## src/rtl/interlaken_meta_framer_pkg.sv

```systemverilog
// Package: interlaken_meta_framer_pkg
// Shared constants and types for the Interlaken metaframe framer.
//   SYNC_WORD    : metaframe synchronisation control word (never scrambled)
//   SSTATE_TYPE  : block type in [63:58] of the scrambler-state control word
//   SKIP_TYPE    : block type in [63:58] of the skip control word (after descramble)
//   HDR_DATA/CTRL: 64B/67B framing header codes; any other header is invalid
//   framer_state_e: framer FSM states
package interlaken_meta_framer_pkg;

    localparam logic [63:0] SYNC_WORD   = 64'h78F6_78F6_78F6_78F6;
    localparam logic [5:0]  SSTATE_TYPE = 6'b001010;
    localparam logic [5:0]  SKIP_TYPE   = 6'b000011;
    localparam logic [1:0]  HDR_DATA    = 2'b01;
    localparam logic [1:0]  HDR_CTRL    = 2'b10;

    typedef enum logic [1:0] {
        StHunt   = 2'd0,
        StVerify = 2'd1,
        StLocked = 2'd2
    } framer_state_e;

endpackage

```

## src/rtl/interlaken_meta_framer_if.sv

```systemverilog
// Interface: interlaken_meta_framer_if
// Bundles the decoder-side input bus and the framer output bus.
//   DATA_IN/HEADER_IN/LOCKED_IN : word, 2-bit header and block lock from the 64B/67B decoder
//   DATA_OUT/CTRL_OUT/VALID_OUT : descrambled payload word, control flag, qualifier
//   META_LOCKED                 : framer is locked to the metaframe
//   SYNC_ERR/SCRAM_ERR/HDR_ERR  : single-cycle error pulses
// Modports: master = decoder/consumer side, slave = framer.
interface interlaken_meta_framer_if;

    logic [63:0] DATA_IN;
    logic [1:0]  HEADER_IN;
    logic        LOCKED_IN;
    logic [63:0] DATA_OUT;
    logic        CTRL_OUT;
    logic        VALID_OUT;
    logic        META_LOCKED;
    logic        SYNC_ERR;
    logic        SCRAM_ERR;
    logic        HDR_ERR;

    modport master (
        output DATA_IN, HEADER_IN, LOCKED_IN,
        input  DATA_OUT, CTRL_OUT, VALID_OUT, META_LOCKED, SYNC_ERR, SCRAM_ERR, HDR_ERR
    );

    modport slave (
        input  DATA_IN, HEADER_IN, LOCKED_IN,
        output DATA_OUT, CTRL_OUT, VALID_OUT, META_LOCKED, SYNC_ERR, SCRAM_ERR, HDR_ERR
    );

endinterface

```

## src/rtl/interlaken_meta_framer_lfsr_step.sv

```systemverilog
// Module: interlaken_meta_framer_lfsr_step
// Combinational one-word step of the x^58+x^39+1 additive scrambler sequence
// s(n) = s(n-58) ^ s(n-39), unrolled 64 times.
//   state      in  58  last 58 generated bits; state[0] newest, state[57] oldest
//   next_state out 58  last 58 bits after generating 64 more
//   keystream  out 64  the 64 new bits, keystream[63] generated first
module interlaken_meta_framer_lfsr_step (
    input  logic [57:0] state,
    output logic [57:0] next_state,
    output logic [63:0] keystream
);

    logic [57:0] sh;
    logic        fb;

    always_comb begin
        sh        = state;
        fb        = 1'b0;
        keystream = '0;
        for (int i = 63; i >= 0; i--) begin
            // sh[57] is s(n-58), sh[38] is s(n-39)
            fb           = sh[57] ^ sh[38];
            keystream[i] = fb;
            sh           = {sh[56:0], fb};
        end
        next_state = sh;
    end

endmodule

```

## src/rtl/interlaken_meta_framer.sv

```systemverilog
// Module: interlaken_meta_framer
// Metaframe framing and descrambling stage behind the 64B/67B decoder. Hunts for the
// sync word, verifies it at META_LEN spacing, seeds the descrambler from the
// scrambler-state word and emits descrambled payload with sync/state/skip words stripped.
//   USER_CLK        clock
//   SYSTEM_RESET_N  asynchronous active-low reset
//   bus             interlaken_meta_framer_if.slave (decoder input, payload/status output)
// All bus outputs are registered: one cycle from DATA_IN to DATA_OUT and error pulses.
module interlaken_meta_framer
    import interlaken_meta_framer_pkg::*;
#(
    parameter int unsigned META_LEN   = 2048,
    parameter int unsigned LOCK_GOOD  = 4,
    parameter int unsigned LOCK_MISS  = 4,
    parameter int unsigned SCRAM_MISS = 3
) (
    input logic                      USER_CLK,
    input logic                      SYSTEM_RESET_N,
    interlaken_meta_framer_if.slave  bus
);

    localparam int unsigned PosW = $clog2(META_LEN);
    localparam int unsigned CntW = 8;

    framer_state_e   state_q, state_d;
    logic [PosW-1:0] pos_q, pos_d, pos_inc;
    logic [CntW-1:0] good_q, good_d;
    logic [CntW-1:0] miss_q, miss_d;
    logic [CntW-1:0] smiss_q, smiss_d;
    logic [57:0]     lfsr_q, lfsr_d, lfsr_adv;
    logic [63:0]     keystream;

    logic [63:0] data_q, data_d;
    logic        ctrl_q, ctrl_d;
    logic        valid_q, valid_d;
    logic        sync_err_q, sync_err_d;
    logic        scram_err_q, scram_err_d;
    logic        hdr_err_q, hdr_err_d;

    logic        hdr_ctrl, hdr_ok;
    logic        is_sync, is_sstate, is_skip;
    logic        at_pos0, at_pos1;
    logic        drop_lock;
    logic [63:0] plain;

    interlaken_meta_framer_lfsr_step u_lfsr_step (
        .state      (lfsr_q),
        .next_state (lfsr_adv),
        .keystream  (keystream)
    );

    // Sync and scrambler-state words travel unscrambled; everything else is descrambled
    // before classification, so SKIP is recognised on the recovered plaintext.
    assign hdr_ctrl  = (bus.HEADER_IN == HDR_CTRL);
    assign hdr_ok    = hdr_ctrl || (bus.HEADER_IN == HDR_DATA);
    assign is_sync   = hdr_ctrl && (bus.DATA_IN == SYNC_WORD);
    assign is_sstate = hdr_ctrl && (bus.DATA_IN[63:58] == SSTATE_TYPE);
    assign plain     = (is_sync || is_sstate) ? bus.DATA_IN : (bus.DATA_IN ^ keystream);
    assign is_skip   = hdr_ctrl && !is_sync && !is_sstate && (plain[63:58] == SKIP_TYPE);

    assign at_pos0 = (pos_q == '0);
    assign at_pos1 = (pos_q == PosW'(1));
    assign pos_inc = (pos_q == PosW'(META_LEN - 1)) ? '0 : pos_q + PosW'(1);

    always_comb begin
        state_d     = state_q;
        pos_d       = pos_q;
        good_d      = good_q;
        miss_d      = miss_q;
        smiss_d     = smiss_q;
        lfsr_d      = (state_q != StHunt) ? lfsr_adv : lfsr_q;
        data_d      = plain;
        ctrl_d      = hdr_ctrl;
        valid_d     = 1'b0;
        sync_err_d  = 1'b0;
        scram_err_d = 1'b0;
        hdr_err_d   = 1'b0;
        drop_lock   = 1'b0;

        if (!bus.LOCKED_IN) begin
            drop_lock = 1'b1;
        end else begin
            hdr_err_d = !hdr_ok;
            unique case (state_q)
                StHunt: begin
                    if (is_sync) begin
                        state_d = StVerify;
                        pos_d   = PosW'(1);
                        good_d  = CntW'(1);
                    end
                end
                StVerify: begin
                    pos_d = pos_inc;
                    if (at_pos0) begin
                        if (!is_sync) begin
                            drop_lock = 1'b1;
                        end else if (good_q == CntW'(LOCK_GOOD - 1)) begin
                            state_d = StLocked;
                            good_d  = '0;
                        end else begin
                            good_d = good_q + CntW'(1);
                        end
                    end else if (at_pos1 && is_sstate) begin
                        lfsr_d = bus.DATA_IN[57:0];
                    end
                end
                StLocked: begin
                    pos_d   = pos_inc;
                    valid_d = hdr_ok && !is_sync && !is_sstate && !is_skip;
                    if (at_pos0) begin
                        if (is_sync) begin
                            miss_d = '0;
                        end else begin
                            sync_err_d = 1'b1;
                            if (miss_q == CntW'(LOCK_MISS - 1)) begin
                                drop_lock = 1'b1;
                            end else begin
                                miss_d = miss_q + CntW'(1);
                            end
                        end
                    end else if (at_pos1) begin
                        // The state word describes the key for the next word (pos 2), so it is
                        // checked against the advanced LFSR; a match is then the same as a load.
                        if (is_sstate && (bus.DATA_IN[57:0] == lfsr_adv)) begin
                            smiss_d = '0;
                        end else begin
                            scram_err_d = 1'b1;
                            if (is_sstate) begin
                                lfsr_d = bus.DATA_IN[57:0];
                            end
                            if (smiss_q == CntW'(SCRAM_MISS - 1)) begin
                                drop_lock = 1'b1;
                            end else begin
                                smiss_d = smiss_q + CntW'(1);
                            end
                        end
                    end
                end
                default: drop_lock = 1'b1;
            endcase
        end

        if (drop_lock) begin
            state_d = StHunt;
            pos_d   = '0;
            good_d  = '0;
            miss_d  = '0;
            smiss_d = '0;
        end
    end

    always_ff @(posedge USER_CLK or negedge SYSTEM_RESET_N) begin
        if (!SYSTEM_RESET_N) begin
            state_q     <= StHunt;
            pos_q       <= '0;
            good_q      <= '0;
            miss_q      <= '0;
            smiss_q     <= '0;
            lfsr_q      <= '0;
            data_q      <= '0;
            ctrl_q      <= 1'b0;
            valid_q     <= 1'b0;
            sync_err_q  <= 1'b0;
            scram_err_q <= 1'b0;
            hdr_err_q   <= 1'b0;
        end else begin
            state_q     <= state_d;
            pos_q       <= pos_d;
            good_q      <= good_d;
            miss_q      <= miss_d;
            smiss_q     <= smiss_d;
            lfsr_q      <= lfsr_d;
            data_q      <= data_d;
            ctrl_q      <= ctrl_d;
            valid_q     <= valid_d;
            sync_err_q  <= sync_err_d;
            scram_err_q <= scram_err_d;
            hdr_err_q   <= hdr_err_d;
        end
    end

    assign bus.DATA_OUT    = data_q;
    assign bus.CTRL_OUT    = ctrl_q;
    assign bus.VALID_OUT   = valid_q;
    assign bus.META_LOCKED = (state_q == StLocked);
    assign bus.SYNC_ERR    = sync_err_q;
    assign bus.SCRAM_ERR   = scram_err_q;
    assign bus.HDR_ERR     = hdr_err_q;

endmodule

```

## src/flat_wrapper.sv

```systemverilog
// flat-port wrapper written by rule: the top's interface ports become plain ports
module interlaken_meta_framer_flat import interlaken_meta_framer_pkg::*;
#(
    parameter int unsigned META_LEN   = 2048,
    parameter int unsigned LOCK_GOOD  = 4,
    parameter int unsigned LOCK_MISS  = 4,
    parameter int unsigned SCRAM_MISS = 3
)
  (USER_CLK, SYSTEM_RESET_N, bus_DATA_IN, bus_HEADER_IN, bus_LOCKED_IN, bus_DATA_OUT, bus_CTRL_OUT, bus_VALID_OUT, bus_META_LOCKED, bus_SYNC_ERR, bus_SCRAM_ERR, bus_HDR_ERR);
  interlaken_meta_framer_if bus_i ();
  input logic USER_CLK;
  input logic SYSTEM_RESET_N;
  input wire logic [$bits(bus_i.DATA_IN)-1:0] bus_DATA_IN;
  input wire logic [$bits(bus_i.HEADER_IN)-1:0] bus_HEADER_IN;
  input wire logic [$bits(bus_i.LOCKED_IN)-1:0] bus_LOCKED_IN;
  output wire logic [$bits(bus_i.DATA_OUT)-1:0] bus_DATA_OUT;
  output wire logic [$bits(bus_i.CTRL_OUT)-1:0] bus_CTRL_OUT;
  output wire logic [$bits(bus_i.VALID_OUT)-1:0] bus_VALID_OUT;
  output wire logic [$bits(bus_i.META_LOCKED)-1:0] bus_META_LOCKED;
  output wire logic [$bits(bus_i.SYNC_ERR)-1:0] bus_SYNC_ERR;
  output wire logic [$bits(bus_i.SCRAM_ERR)-1:0] bus_SCRAM_ERR;
  output wire logic [$bits(bus_i.HDR_ERR)-1:0] bus_HDR_ERR;
  assign bus_i.DATA_IN = bus_DATA_IN;
  assign bus_i.HEADER_IN = bus_HEADER_IN;
  assign bus_i.LOCKED_IN = bus_LOCKED_IN;
  assign bus_DATA_OUT = bus_i.DATA_OUT;
  assign bus_CTRL_OUT = bus_i.CTRL_OUT;
  assign bus_VALID_OUT = bus_i.VALID_OUT;
  assign bus_META_LOCKED = bus_i.META_LOCKED;
  assign bus_SYNC_ERR = bus_i.SYNC_ERR;
  assign bus_SCRAM_ERR = bus_i.SCRAM_ERR;
  assign bus_HDR_ERR = bus_i.HDR_ERR;
  interlaken_meta_framer #(.META_LEN(META_LEN), .LOCK_GOOD(LOCK_GOOD), .LOCK_MISS(LOCK_MISS), .SCRAM_MISS(SCRAM_MISS)) u_core (.USER_CLK(USER_CLK), .SYSTEM_RESET_N(SYSTEM_RESET_N), .bus(bus_i));
endmodule
```

## config.mk

```make
export PLATFORM = sky130hd
export DESIGN_NAME = interlaken_meta_framer_flat
export DESIGN_NICKNAME = d
export VERILOG_FILES = /design/src/rtl/interlaken_meta_framer_pkg.sv /design/src/rtl/interlaken_meta_framer_if.sv /design/src/rtl/interlaken_meta_framer_lfsr_step.sv /design/src/rtl/interlaken_meta_framer.sv /design/src/flat_wrapper.sv
export SDC_FILE = /design/constraint.sdc
export NUM_CORES = 1
export LEC_CHECK = 0
export CAP_MARGIN = 5
export CORE_MARGIN = 8
export CORE_UTILIZATION = 50
export CTS_BUF_LIST = sky130_fd_sc_hd__clkbuf_8
export DETAILED_ROUTE_END_ITERATION = 10
export GPL_TIMING_DRIVEN = 1
export HOLD_SLACK_MARGIN = 0.08
export PLACE_DENSITY = 0.81
export SETUP_SLACK_MARGIN = 0.15
export SLEW_MARGIN = 15
export SYNTH_ARGS = -nofsm -noshare
export SYNTH_HDL_FRONTEND = slang
export SYNTH_HIERARCHICAL = 1
export SYNTH_SLANG_ARGS = --single-unit
```

## constraint.sdc

```tcl
create_clock -name USER_CLK -period 5.45 [get_ports USER_CLK]
set_input_delay 1.635 -clock USER_CLK [delete_from_list [all_inputs] [get_ports USER_CLK]]
set_output_delay 1.635 -clock USER_CLK [all_outputs]
set_load 0.02 [all_outputs]
```

# ---- After elaboration in Yosys (flattened, before gate mapping)
# Cells that the tools add are included.
dict set report totals {
  word_cells 194
  regBits 164
  input_bits 69
  output_inout_bits 70
}
dict set report classes {
  eq_ne 20
  reduce_logical 31
  muxes 62
  bitwise_logic 65
  addsub 4
}
# cell n
set op_table {}
lappend op_table {{58-bit two-way mux} 8}
lappend op_table {{8-bit two-way mux} 19}
lappend op_table {{58-bit case mux with 2 select lines} 1}
lappend op_table {{64-bit by 63-bit == test with 1-bit output, second input constant} 1}
lappend op_table {{64-bit two-way mux} 1}
lappend op_table {{1-bit XOR} 64}
lappend op_table {{64-bit XOR} 1}
lappend op_table {{58-bit == test} 1}
lappend op_table {{11-bit two-way mux} 4}
lappend op_table {{8-bit by 1-bit adder with 8-bit output, second input constant} 3}
lappend op_table {{8-bit by 2-bit == test with 1-bit output, second input constant} 3}
lappend op_table {{11-bit case mux with 2 select lines} 1}
lappend op_table {{1-bit two-way mux} 19}
lappend op_table {{3-bit by 1-bit != test with 1-bit output, second input constant} 6}
lappend op_table {{8-bit case mux with 2 select lines} 1}
lappend op_table {{2-bit two-way mux} 6}
lappend op_table {{11-bit by 1-bit adder with 11-bit output, second input constant} 1}
lappend op_table {{11-bit by 1-bit == test with 1-bit output, second input constant} 1}
lappend op_table {{11-bit == test, second input constant} 1}
lappend op_table {{11-bit logical NOT} 1}
lappend op_table {{1-bit logical AND} 10}
lappend op_table {{5-bit AND reduction} 2}
lappend op_table {{2-bit nonzero test} 5}
lappend op_table {{6-bit by 2-bit == test with 1-bit output, second input constant} 1}
lappend op_table {{14 further kinds} 21}

# ---- Depth between registers and ports, before layout
# Gate-level depths: netlist of the first run.
dict set report logic_depth {
  ltp_word 11
  mapped_depth 12
  depth_no_buf 9
}

# ---- Hierarchy
# The synthesis of the first run kept the hierarchy.
# module cells_each area_per_inst_um2 instances seq_area_each_um2
set modules_own_cells {}
lappend modules_own_cells {interlaken_meta_framer 832 8740.9 1 4103.9}
lappend modules_own_cells {interlaken_meta_framer_lfsr_step 123 1288.7 1 0.0}

# ---- Worst setup path after synthesis of the first run
# Ideal clock, no wire load.
dict set report synth_timing {
  path_kind {in2reg}
  start {input bus_HEADER_IN[0]}
  end {register u_core.smiss_q[0]}
  t_arrival_ps 3580
  t_required_ps 5373
  stages 12
  setup_ps 77
  path_buffers 3
  path_slack_ps 1793
  path_cell_list {inv_1 ha_1 buf_2 nor3b_1 nand4_1 nor4_1 nand4_1 a31oi_2 a211oi_1 buf_2 buf_2 a21oi_1}
}
dict set report synth_via {
  elab_chain_cells 10
  elab_cells_between_ends 24
  classes_between {eq/ne: 3; mux: 14; reduce/logical: 7}
}
# element line_no
set synth_rtl {}
lappend synth_rtl {{start, declared} flat_wrapper.sv:14} ;# input wire logic [$bits(bus_i.HEADER_IN)-1:0] bus_HEADER_IN;
lappend synth_rtl {{2-bit == test (*)} interlaken_meta_framer.sv:54} ;# assign hdr_ctrl = (bus.HEADER_IN == HDR_CTRL);
lappend synth_rtl {{named net u_core.ctrl_d} interlaken_meta_framer.sv:34} ;# logic ctrl_q, ctrl_d;
lappend synth_rtl {{1-bit logical AND} interlaken_meta_framer.sv:57} ;# assign is_sstate = hdr_ctrl && (bus.DATA_IN[63:58] == SSTATE_TYPE);
lappend synth_rtl {{1-bit logical AND} interlaken_meta_framer.sv:124} ;# if (is_sstate && (bus.DATA_IN[57:0] == lfsr_adv)) begin
lappend synth_rtl {{1-bit two-way mux} interlaken_meta_framer.sv:124}
lappend synth_rtl {{1-bit two-way mux} interlaken_meta_framer.sv:121} ;# end else if (at_pos1) begin
lappend synth_rtl {{1-bit two-way mux} interlaken_meta_framer.sv:110} ;# if (at_pos0) begin
lappend synth_rtl {{1-bit case mux with 3 select lines} interlaken_meta_framer.sv:84} ;# unique case (state_q)
lappend synth_rtl {{1-bit two-way mux} interlaken_meta_framer.sv:80} ;# if (!bus.LOCKED_IN) begin
lappend synth_rtl {{3-bit by 1-bit != test with 1-bit output (no line) (tied with other cells)} -}
lappend synth_rtl {{5-bit AND reduction (no line)} -}
lappend synth_rtl {{end signal, assigned} interlaken_meta_framer.sv:171} ;# smiss_q <= smiss_d;
lappend synth_rtl {{end, declared} interlaken_meta_framer.sv:29} ;# logic [CntW-1:0] smiss_q, smiss_d;
# Mark *: on every way through the listed nets, which the timed path passes. The rest lies on a longest branch. The select of a mux whose other input is x is not followed.
# A chain may end at the register's enable or synchronous reset.

# ---- Worst setup path after layout of the first run
dict set report layout_timing {
  start {input bus_DATA_IN[18]}
  end {register u_core.pos_q[7]}
}
dict set report layout_via {
  elab_chain_cells 9
  elab_cells_between_ends 17
  classes_between {eq/ne: 3; mux: 9; reduce/logical: 5}
}
# element line_no
set layout_rtl {}
lappend layout_rtl {{start, declared} flat_wrapper.sv:13} ;# input wire logic [$bits(bus_i.DATA_IN)-1:0] bus_DATA_IN;
lappend layout_rtl {{58-bit == test} interlaken_meta_framer.sv:124}
lappend layout_rtl {{1-bit logical AND} interlaken_meta_framer.sv:124}
lappend layout_rtl {{1-bit two-way mux} interlaken_meta_framer.sv:124}
lappend layout_rtl {{1-bit two-way mux} interlaken_meta_framer.sv:121}
lappend layout_rtl {{1-bit two-way mux} interlaken_meta_framer.sv:110}
lappend layout_rtl {{1-bit case mux with 3 select lines} interlaken_meta_framer.sv:84}
lappend layout_rtl {{1-bit two-way mux} interlaken_meta_framer.sv:80}
lappend layout_rtl {{3-bit by 1-bit != test with 1-bit output (no line) (tied with other cells)} -}
lappend layout_rtl {{3-bit AND reduction (no line)} -}
lappend layout_rtl {{end signal, assigned} interlaken_meta_framer.sv:168} ;# pos_q <= pos_d;
lappend layout_rtl {{end, declared} interlaken_meta_framer.sv:26} ;# logic [PosW-1:0] pos_q, pos_d, pos_inc;
# Several ways; a longest one is shown, not always the timed one.

==> results of run 1 <==
[cell families after synthesis]
kind of cell,share of synthesized area (%)
fa+ha+maj,1.50
xor+xnor,19.0
simple gates,15.0
mux,6.10
flops,40.9
buf+inv,6.30
compound gates,11.1
[final timing paths]
kind | end | slack [ps] | cells past startpoint
setup / recovery | u_core/pos_q[7]$_DFFE_PN0P_ | 1040 | 8
hold / removal | u_core/miss_q[7]$_DFFE_PN0P_ | 520 | 1
max in group asynchronous | u_core/lfsr_q[13]$_DFF_PN0_ | 3050 | 2
hold reg to reg | u_core/miss_q[7]$_DFFE_PN0P_ | 520 | 1
setup reg to reg | u_core/pos_q[4]$_DFFE_PN0P_ | 1850 | 9
min in group asynchronous | u_core/bus.DATA_OUT[5]$_DFF_PN0_ | 1240 | 1
[registers in the layout (all words and copies together), names as in the netlist, 2 cells and up]
signal	cells
u_core/state_q	2
u_core/smiss_q	8
u_core/pos_q	11
u_core/lfsr_q	58
u_core/bus.DATA_OUT	64
u_core/miss_q	8
u_core/good_q	8
[per-layer routing]
layer / track usage (%) / wire [um] / share of wire, % / up-vias
met2: 35.9 / 13000 / 44 / 454
met4: 10.6 / 1160 / 3.9 / 0
li1: - / - / - / 3500
met3: 7.26 / 3260 / 11 / 81
met1: 32.6 / 12500 / 42 / 3906
met5: 0 / 0 / 0 / -
[layout make-up]
cell class	count	area (um^2)
tap	270	338
fill	1731	8310
sequential	164	4100
multi-input combinational	684	5340
timing repair buffer	144	1440
inverter	15	56.3
clock inverter	12	115
clock buffer	20	275
[cell usage after synthesis, drive strengths merged, types with 5 or more instances]
cell | instances | area (um^2)
nor2 | 27 | 104
nand2 | 95 | 357
nor3 | 10 | 55.1
and4b | 12 | 120
ha | 12 | 150
a31oi | 10 | 75.1
inv | 15 | 56.3
xor2 | 45 | 394
buf | 69 | 489
and3 | 15 | 93.8
nand3b | 12 | 90.1
o2bb2ai | 59 | 517
clkbuf | 23 | 86.3
o21ai | 23 | 115
nor2b | 5 | 31.3
nand3 | 9 | 45.0
nand4 | 34 | 213
xnor2 | 121 | 1060
dfrtp | 164 | 4100
nor4 | 14 | 109
mux2i | 60 | 601
xor3 | 19 | 452
a21oi | 38 | 190
nor4b | 5 | 43.8
[report_power, final]
part	switching, mW	internal [mW]
Clock	0.452	0.435
Sequential	0.487	1.71
Combinational	2.27	1.91
[critical path, cell delays in order]
cell and delay (ps):
clkdlybuf4s50_1 550, nor4bb_1 600, nand4_1 300, nor4_4 380, a31oi_2 370, or2_1 430, or3b_1 390, a21oi_1 150
==> impl_results.md, run 1 <==
- EDFF count, synth: 0
- Tcrit/Tclk final: between 80% and 90%
- CTS tree: built
- FF-to-FF Start: u_core/lfsr_q[12]$_DFF_PN0_
- Required time of the critical path: approximately 5800 ps
- Place WS: between 600 and 700 ps
- Crit path max fanout: 17
- Die height: 158 um
- Design Power: between 7 and 8 mW
- Site row count: between 50 and 60
- IO Count: roughly 140
- Clock slew seen by the registers of the worst setup and hold paths: 80 ps
- H-tree depth: 4
- Peak supply drop: approximately 360 uV
- First-pass GRT wire length: 45.8 mm
- Setup ws final: slightly above 1000 ps
- Num CTS Buffers: 17
- Gp weighted congestion: a little over 1
- Final Max Slew Viols: 0
- DRC: 0
- Area post-placement: approximately 0.011 mm^2
- Gr usage total: between 20 and 25%
- Seq/Total Area, Yosys: 40.9%
- Commonest cells after routing, fill and taps aside: 164 x dfrtp_1, 137 x clkdlybuf4s50_1, 121 x xnor2_1, 95 x nand2_1, 60 x mux2i_1
- Hold-fix buffers at CTS: 0
- Antenna violations before repair: 0
- Antenna Violating Nets Remaining: 0
- Max-slew headroom: 20.5%
- PostCTS Resize Cnt: 0
- Mapped cell area: around 0.01 mm^2
- Vias/cell: 6.07
- Setup_tns: 0 ps
- Clk_lat worst skew: roughly 470 ps
- CP startpoint: bus_DATA_IN[18]
- Syn Inst Count: ~960
- Final net count: about 1.1k
- Leading cell type in the layout, fill and taps excluded: dfrtp_1
- Clock Path Buffers: 2
- Final setup vio count: 0
- ANT cells: 0
- Synth Flop Type: dfrtp_1
- Post-synth cell types: 59
- Max-cap violations: 0
- # Post-CTS Setup Buffers: 0
- Finished Layout Cells: between 1k and 1.5k
- Worst setup EP type: flip-flop
- Drt pass-1 iters: 5
- Static leakage: around 5.2 nW
- Critical path class: input pin to flip-flop
- Overflow after GRT: 0
- Synthesized flop and latch total: 164
- Setup Skew: 11.1 ps
- Die area: ~0.025 mm^2
- Final core occ: 58.4%
- Drt wl/cell: around 23 um
- Outcome: completed
- Syn Area/Cell: roughly 11 um^2
- Input/output buffers: between 100 and 150
- Die width: between 150 and 200 um
- Ys Warns: 6
- Worst-Margin Slew: around 1200 ps
- Min-delay src: u_core/miss_q[7]$_DFFE_PN0P_
- CTS Sinks: about 160
- Fraction of layout cells with a size suffix above 1: around 5.2%
- CTS Root Buffer Type: clkbuf_8
- Vias in the first global route: 7933
- Initial Util: 50.2%
- Core area: between 0.015 and 0.02 mm^2
- Largest net degree at the start of global routing: between 100 and 150
- Placed cells: around 1.3k
- Total number of vias: just under 8k
- Ys async rst share: 100%
- Syn Nets: slightly above 1k
- Initial DRC count: roughly 790
- Area grow syn2layout: 16.3%
- Critical Path Start Type: input pin
- Final hold slack: 523 ps
- Post-route cell area: 0.0117 mm^2
- PwrDens: slightly above 600 mW/mm^2
- RSZ-0062 raised after global routing: no
- Final Hold Vio Count: 0
- Min Clock Period, post-route: 4410 ps
- Total wire length: around 30 mm
- Dpl hpwl: between 20 and 25 mm
- WP data arrival: between 4000 and 5000 ps
- F_max: about 0.23 GHz
- Hold Path Class: flip-flop to flip-flop
(Power assumes the default switching activity.)
==> run 2, diff against run 1 <==
==> constraint.sdc (replaced) <==
create_clock -name USER_CLK -period 4.22 [get_ports USER_CLK]
set_input_delay 1.266 -clock USER_CLK [delete_from_list [all_inputs] [get_ports USER_CLK]]
set_output_delay 1.266 -clock USER_CLK [all_outputs]
set_load 0.02 [all_outputs]
==> run 2 against run 1 <==
  * Core utilization grew 1.5 points
  * Register-to-register slack lost 800 ps
  * Worst hold slack lost 17 ps
  * Setup slack lost 480 ps
  * Clock skew grew 7.8 ps
  * Non-clock buffer count grew 32
  * Count of clock-buffer cells in the layout shrank 1
  * Sequential power grew 29%
  * Wire length grew 2.4%
  * Combinational power grew 30%
  * Highest routed layer unchanged
==> impl_results.md, run 2 (synthesis results as in run 1) <==
- Setup_tns: 0 ps
- Initial DRC count: between 700 and 800
- Final Hold Vio Count: 0
- Min Clock Period, post-route: 3660 ps
- Drt wl/cell: ~23 um
- Max-cap violations: 0
- Gp weighted congestion: 0.931
- Final net count: 1139
- WP data arrival: approximately 4000 ps
- Required time of the critical path: approximately 4600 ps
- RSZ-0062 raised after global routing: no
- Final core occ: roughly three fifths
- Setup Skew: about 19 ps
- Critical path class: input pin to flip-flop
- Dpl hpwl: 23.1 mm
- Peak supply drop: between 400 and 500 uV
- Busiest grt layer: met2
- Fraction of layout cells with a size suffix above 1: around 8%
- Gr usage total: 25.0%
- Area grow syn2layout: 19.3%
- Design Power: approximately 9.5 mW
- Input/output buffers: roughly 140
- Die area: 0.0248 mm^2
- Worst-Margin Slew: roughly 1100 ps
- Num CTS Buffers: 17
- Met2 usage: 37.9%
- CTS Root Buffer Type: clkbuf_8
- H-tree depth: 4
- Leading cell type in the layout, fill and taps excluded: dfrtp_1
- Antenna violations before repair: 0
- Clk_lat worst skew: approximately 470 ps
- # Post-CTS Setup Buffers: 0
- Total number of vias: just under 8k
- Outcome: completed
- Crit path max fanout: 7
- Die width: around 160 um
- Placed cells: 1309
- First-pass GRT wire length: 46.8 mm
- Tcrit/Tclk final: 86.8%
- Max FFs per register: 64
- PwrDens: ~800 mW/mm^2
- Clock slew seen by the registers of the worst setup and hold paths: 90 ps
- Setup ws final: ~560 ps
- Core area: around 0.02 mm^2
- Hold Path Class: flip-flop to flip-flop
- Initial Util: approximately 50%
- Static leakage: ~5.4 nW
- DRC: 0
- Final Max Slew Viols: 0
- CTS tree: built
- Met3 usage: 6.47%
- IO Count: around 140
- Commonest cells after routing, fill and taps aside: 164 x dfrtp_1, 137 x clkdlybuf4s50_1, 121 x xnor2_1, 95 x nand2_1, 60 x mux2i_1
- Final setup vio count: 0
- Antenna Violating Nets Remaining: 0
- Critical Path Start Type: input pin
- Largest net degree at the start of global routing: between 70 and 80
- Finished Layout Cells: between 1k and 1.5k
- Clock Path Buffers: 2
- Drt pass-1 iters: 5
- ANT cells: 0
- Place WS: roughly 90 ps
- Hold-fix buffers at CTS: 0
- Site row count: 52
- Vias in the first global route: 7865
- Total wire length: between 30 and 40 mm
- PostCTS Resize Cnt: 0
- Die height: about 160 um
- CTS Sinks: between 150 and 200
- Max-slew headroom: 27.7%
- Worst setup EP type: flip-flop
- Vias/cell: between 5 and 6
- Overflow after GRT: 0
- M1 GR Usage: approximately a third
- F_max: about 0.27 GHz
-- run 2: area by class of cell --
cell class / instances / area, um^2
Clock inverter: 8 / 138
Tap cell: 270 / 338
Multi-Input combinational cell: 684 / 5340
Timing Repair Buffer: 176 / 1730
Sequential cell: 164 / 4100
Clock buffer: 19 / 262
Fill cell: 1701 / 8010
Inverter: 15 / 56.3
-- run 2: per-stage QoR --
stage               hold WS [ps]  cell area [um^2]
floorplan                    454             10000
global placement             475             11600
detailed placement           491             11600
CTS                          497             12000
global route                 528             12000
finish                       506             12000
-- run 2: power by group --
group / total (mW) / leakage, nW / switching [mW] / internal [mW]
sequential: 2.84 / 2.04 / 0.622 / 2.21
clock: 1.23 / 0.212 / 0.573 / 0.654
combinational: 5.45 / 3.14 / 2.94 / 2.51
-- run 2: final timing paths --
path,start,to,slack (ps),depth (start not counted)
worst min-delay path,u_core/miss_q[7]$_DFFE_PN0P_,u_core/miss_q[7]$_DFFE_PN0P_,510,1
max in group asynchronous,SYSTEM_RESET_N,u_core/bus.DATA_OUT[58]$_DFF_PN0_,2480,2
worst max register to register,u_core/lfsr_q[53]$_DFF_PN0_,u_core/pos_q[8]$_DFFE_PN0P_,1050,11
min in group asynchronous,SYSTEM_RESET_N,u_core/bus.DATA_OUT[25]$_DFF_PN0_,820,1
worst max-delay path,bus_DATA_IN[16],u_core/good_q[7]$_DFFE_PN0P_,560,9
worst min register to register,u_core/miss_q[7]$_DFFE_PN0P_,u_core/miss_q[7]$_DFFE_PN0P_,510,1
-- run 2: layer usage --
metal / vias up / share of wire [%]
met3: 55 / 8.6
met5: - / 0
met2: 366 / 45
li1: 3555 / -
met1: 3934 / 43
met4: 0 / 2.9
-- run 2: worst max-delay path: stages --
cell	delay (ps)
clkdlybuf4s50_1	560
nor4bb_1	390
buf_4	200
nand4_1	190
nor4_4	370
nand2_1	300
nor3_2	340
a41oi_1	150
a311oi_1	270
==> RTL edit (flow settings as in run 2) <==
The localparam `CntW` goes from 8 to 4.
--- a/src/rtl/interlaken_meta_framer.sv
+++ b/src/rtl/interlaken_meta_framer.sv
@@ -21,5 +21,5 @@
 
     localparam int unsigned PosW = $clog2(META_LEN);
-    localparam int unsigned CntW = 8;
+    localparam int unsigned CntW = 4;
 
     framer_state_e   state_q, state_d;
Formal check against the unedited RTL: same outputs for any inputs over 4 cycles, from zero or initial values and one cycle with SYSTEM_RESET_N low; that may be too few to reach the edited logic, so the function may still have changed.
==> RTL edit against run 2 <==
- clock skew hardly changed
- hold slack better by 0.047 ns
- power is 22% lower
- area after synthesis is 8.2% lower
- routed wire length is 15% lower
- worst setup slack better by 0.017 ns
- non-clock buffer count is 3 lower
- fmax is 0.47% higher
- sequential share of layout area is 0.19 points higher
- cell area is 7.8% lower
- sequential cell count is 12 lower
- combinational power is 29% lower
- register-to-register slack worse by 0.15 ns
- critical path type unchanged
- critical endpoint is now u_core/bus.DATA_OUT[30]$_DFF_PN0_
- highest routed layer unchanged
==> RTL edit: results (changes against run 2) <==
worst_hold_path:
  hold_start: "u_core/miss_q[1]$_DFFE_PN0P_"
  whs_endpoint: "u_core/miss_q[1]$_DFFE_PN0P_"
global_routing:
  grt_use_total: 0.230  # -0.0196
  grt_pass1_wl_um: 40100  # -14%
  grt_max_degree: 90  # +17%
  grt_pass1_vias: 7019  # -11%
placement:
  place_area_mm2: 0.0106  # -8.0%
  finalWeightedCongestion: 0.942  # +1.2%
  dp_hpwl_um: 19700  # -15%
route:
  vias_per_cell: 5.84  # -1.4%
  avgRoutedWirePerCell_um: 21.8  # -4.9%
  drt_iter0_markers: 651  # -11%
  firstDrtPassIters: 5  # unchanged
  postRouteWirelength_um: 26000  # -15%
cells_and_area:
  layout-drive-gt1-share: 0.0892  # +0.0114
  nets: 1032  # -9.4%
run_status:
  outcome: "complete, no violations"
power_and_ir_drop:
  comb_power_uw: 3870  # -29%
  p_int_uw: 4240  # -21%
  leakage_uw: 0.00512  # -5.1%
  peakVddDrop_mv: 0.430  # -10%
  seqPwrFrac: 0.331  # +0.033
setup_path:
  slowest_stage: "a21oi_4"
  rrSetupSlack_ns: 0.90  # -0.15 ns
  crit_end: "u_core/bus.DATA_OUT[30]$_DFF_PN0_"
  arrival_ns: 4.03  # about the same
  worstPathMaxFanout: 34  # +27
  cp-startpoint: "bus_DATA_IN[51]"
  worstReg2RegStart: "u_core/lfsr_q[31]$_DFF_PN0_"
  regToRegEndpoint: "u_core/lfsr_q[31]$_DFF_PN0_"
  cpPeakStageDelay_ns: 0.63  # +0.07 ns
timing:
  hold-worst-slack_ns: 0.553  # +0.0467 ns
  finClkSkew_ns: 0.0190  # +0.000208 ns
logic_synthesis:
  async_flop_share: 1.00  # unchanged
  synth.area.top_cells: "dfrtp_1 (41%), xor2_1 (9.8%), mux2i_1 (6.5%)"
  synth_ff_type: "dfrtp_1"
  synth_commonest_cells: "dfrtp_1 (152), xor2_1 (103), nand2_1 (85)"
  yosysSeqAreaShare: 0.413  # +0.00386
  syn-mean-instance-area_um2: 10.8  # +3.0%
  synthesis.nets: 932  # -10%
cts:
  cts_buffers: 17  # unchanged
  clock-root-buffer: "clkbuf_8"
  htree_levels: 4  # unchanged
RTL edit: cell types whose count changed after synthesis, moves of 12 or more:
cell,change
xnor2_1,-62
a21oi_1,-14
xor2_1,+58
nand4_1,-24
dfrtp_1,-12
RTL edit: layout make-up:
| type | instances | area [um^2] |
|---|---|---|
| fillers | 1467 | 7000 |
| inverters | 12 | 45.0 |
| clock buffers | 17 | 234 |
| multi-input cells | 595 | 4800 |
| repair buffers | 173 | 1710 |
| flip-flops and latches | 152 | 3800 |
| clock inverters | 15 | 148 |
| well taps | 229 | 287 |
RTL edit: metal layers:
layer  share of wire  up-vias  GRT usage
li1                -     3137          -
met1            0.42     3434      0.306
met2            0.46      336      0.355
met3           0.099       57     0.0618
met4           0.024        0     0.0843
met5               0        -          0
RTL edit: metrics by stage:
| step | setup slack (ns) | utilization | total power, uW |
|---|---|---|---|
| 2_1_floorplan | 1.08 | - | 5370 |
| 3_3_place_gp | 0.186 | 0.591 | 6210 |
| 3_5_place_dp | 0.165 | 0.591 | 6270 |
| 4_1_cts | 0.672 | 0.612 | 7410 |
| 5_1_grt | 0.474 | 0.612 | 7790 |
| 6_report | 0.575 | 0.612 | 7420 |
RTL edit: cell families (layout without fill, tap and decap cells):
logic type                 count (synthesis)  after routing  share of synthesized area
AOI/OAI and AO/OA                        119            119                     0.0973
xor gates and xnor gates                 181            181                      0.203
adders and majority gates                 12             12                     0.0163
buffers and inverters                    104            217                     0.0689
DFF                                      152            152                      0.413
muxes                                     62             62                     0.0677
and+or+nand+nor                          221            221                      0.134
RTL edit: critical path, delay by kind of cell:
family                 cells  cell delay (ns)
AO/OA/AOI/OAI              1             0.63
XOR/XNOR                   1             0.21
buffers and inverters      4             1.18
AND/OR/NAND/NOR            4             0.71
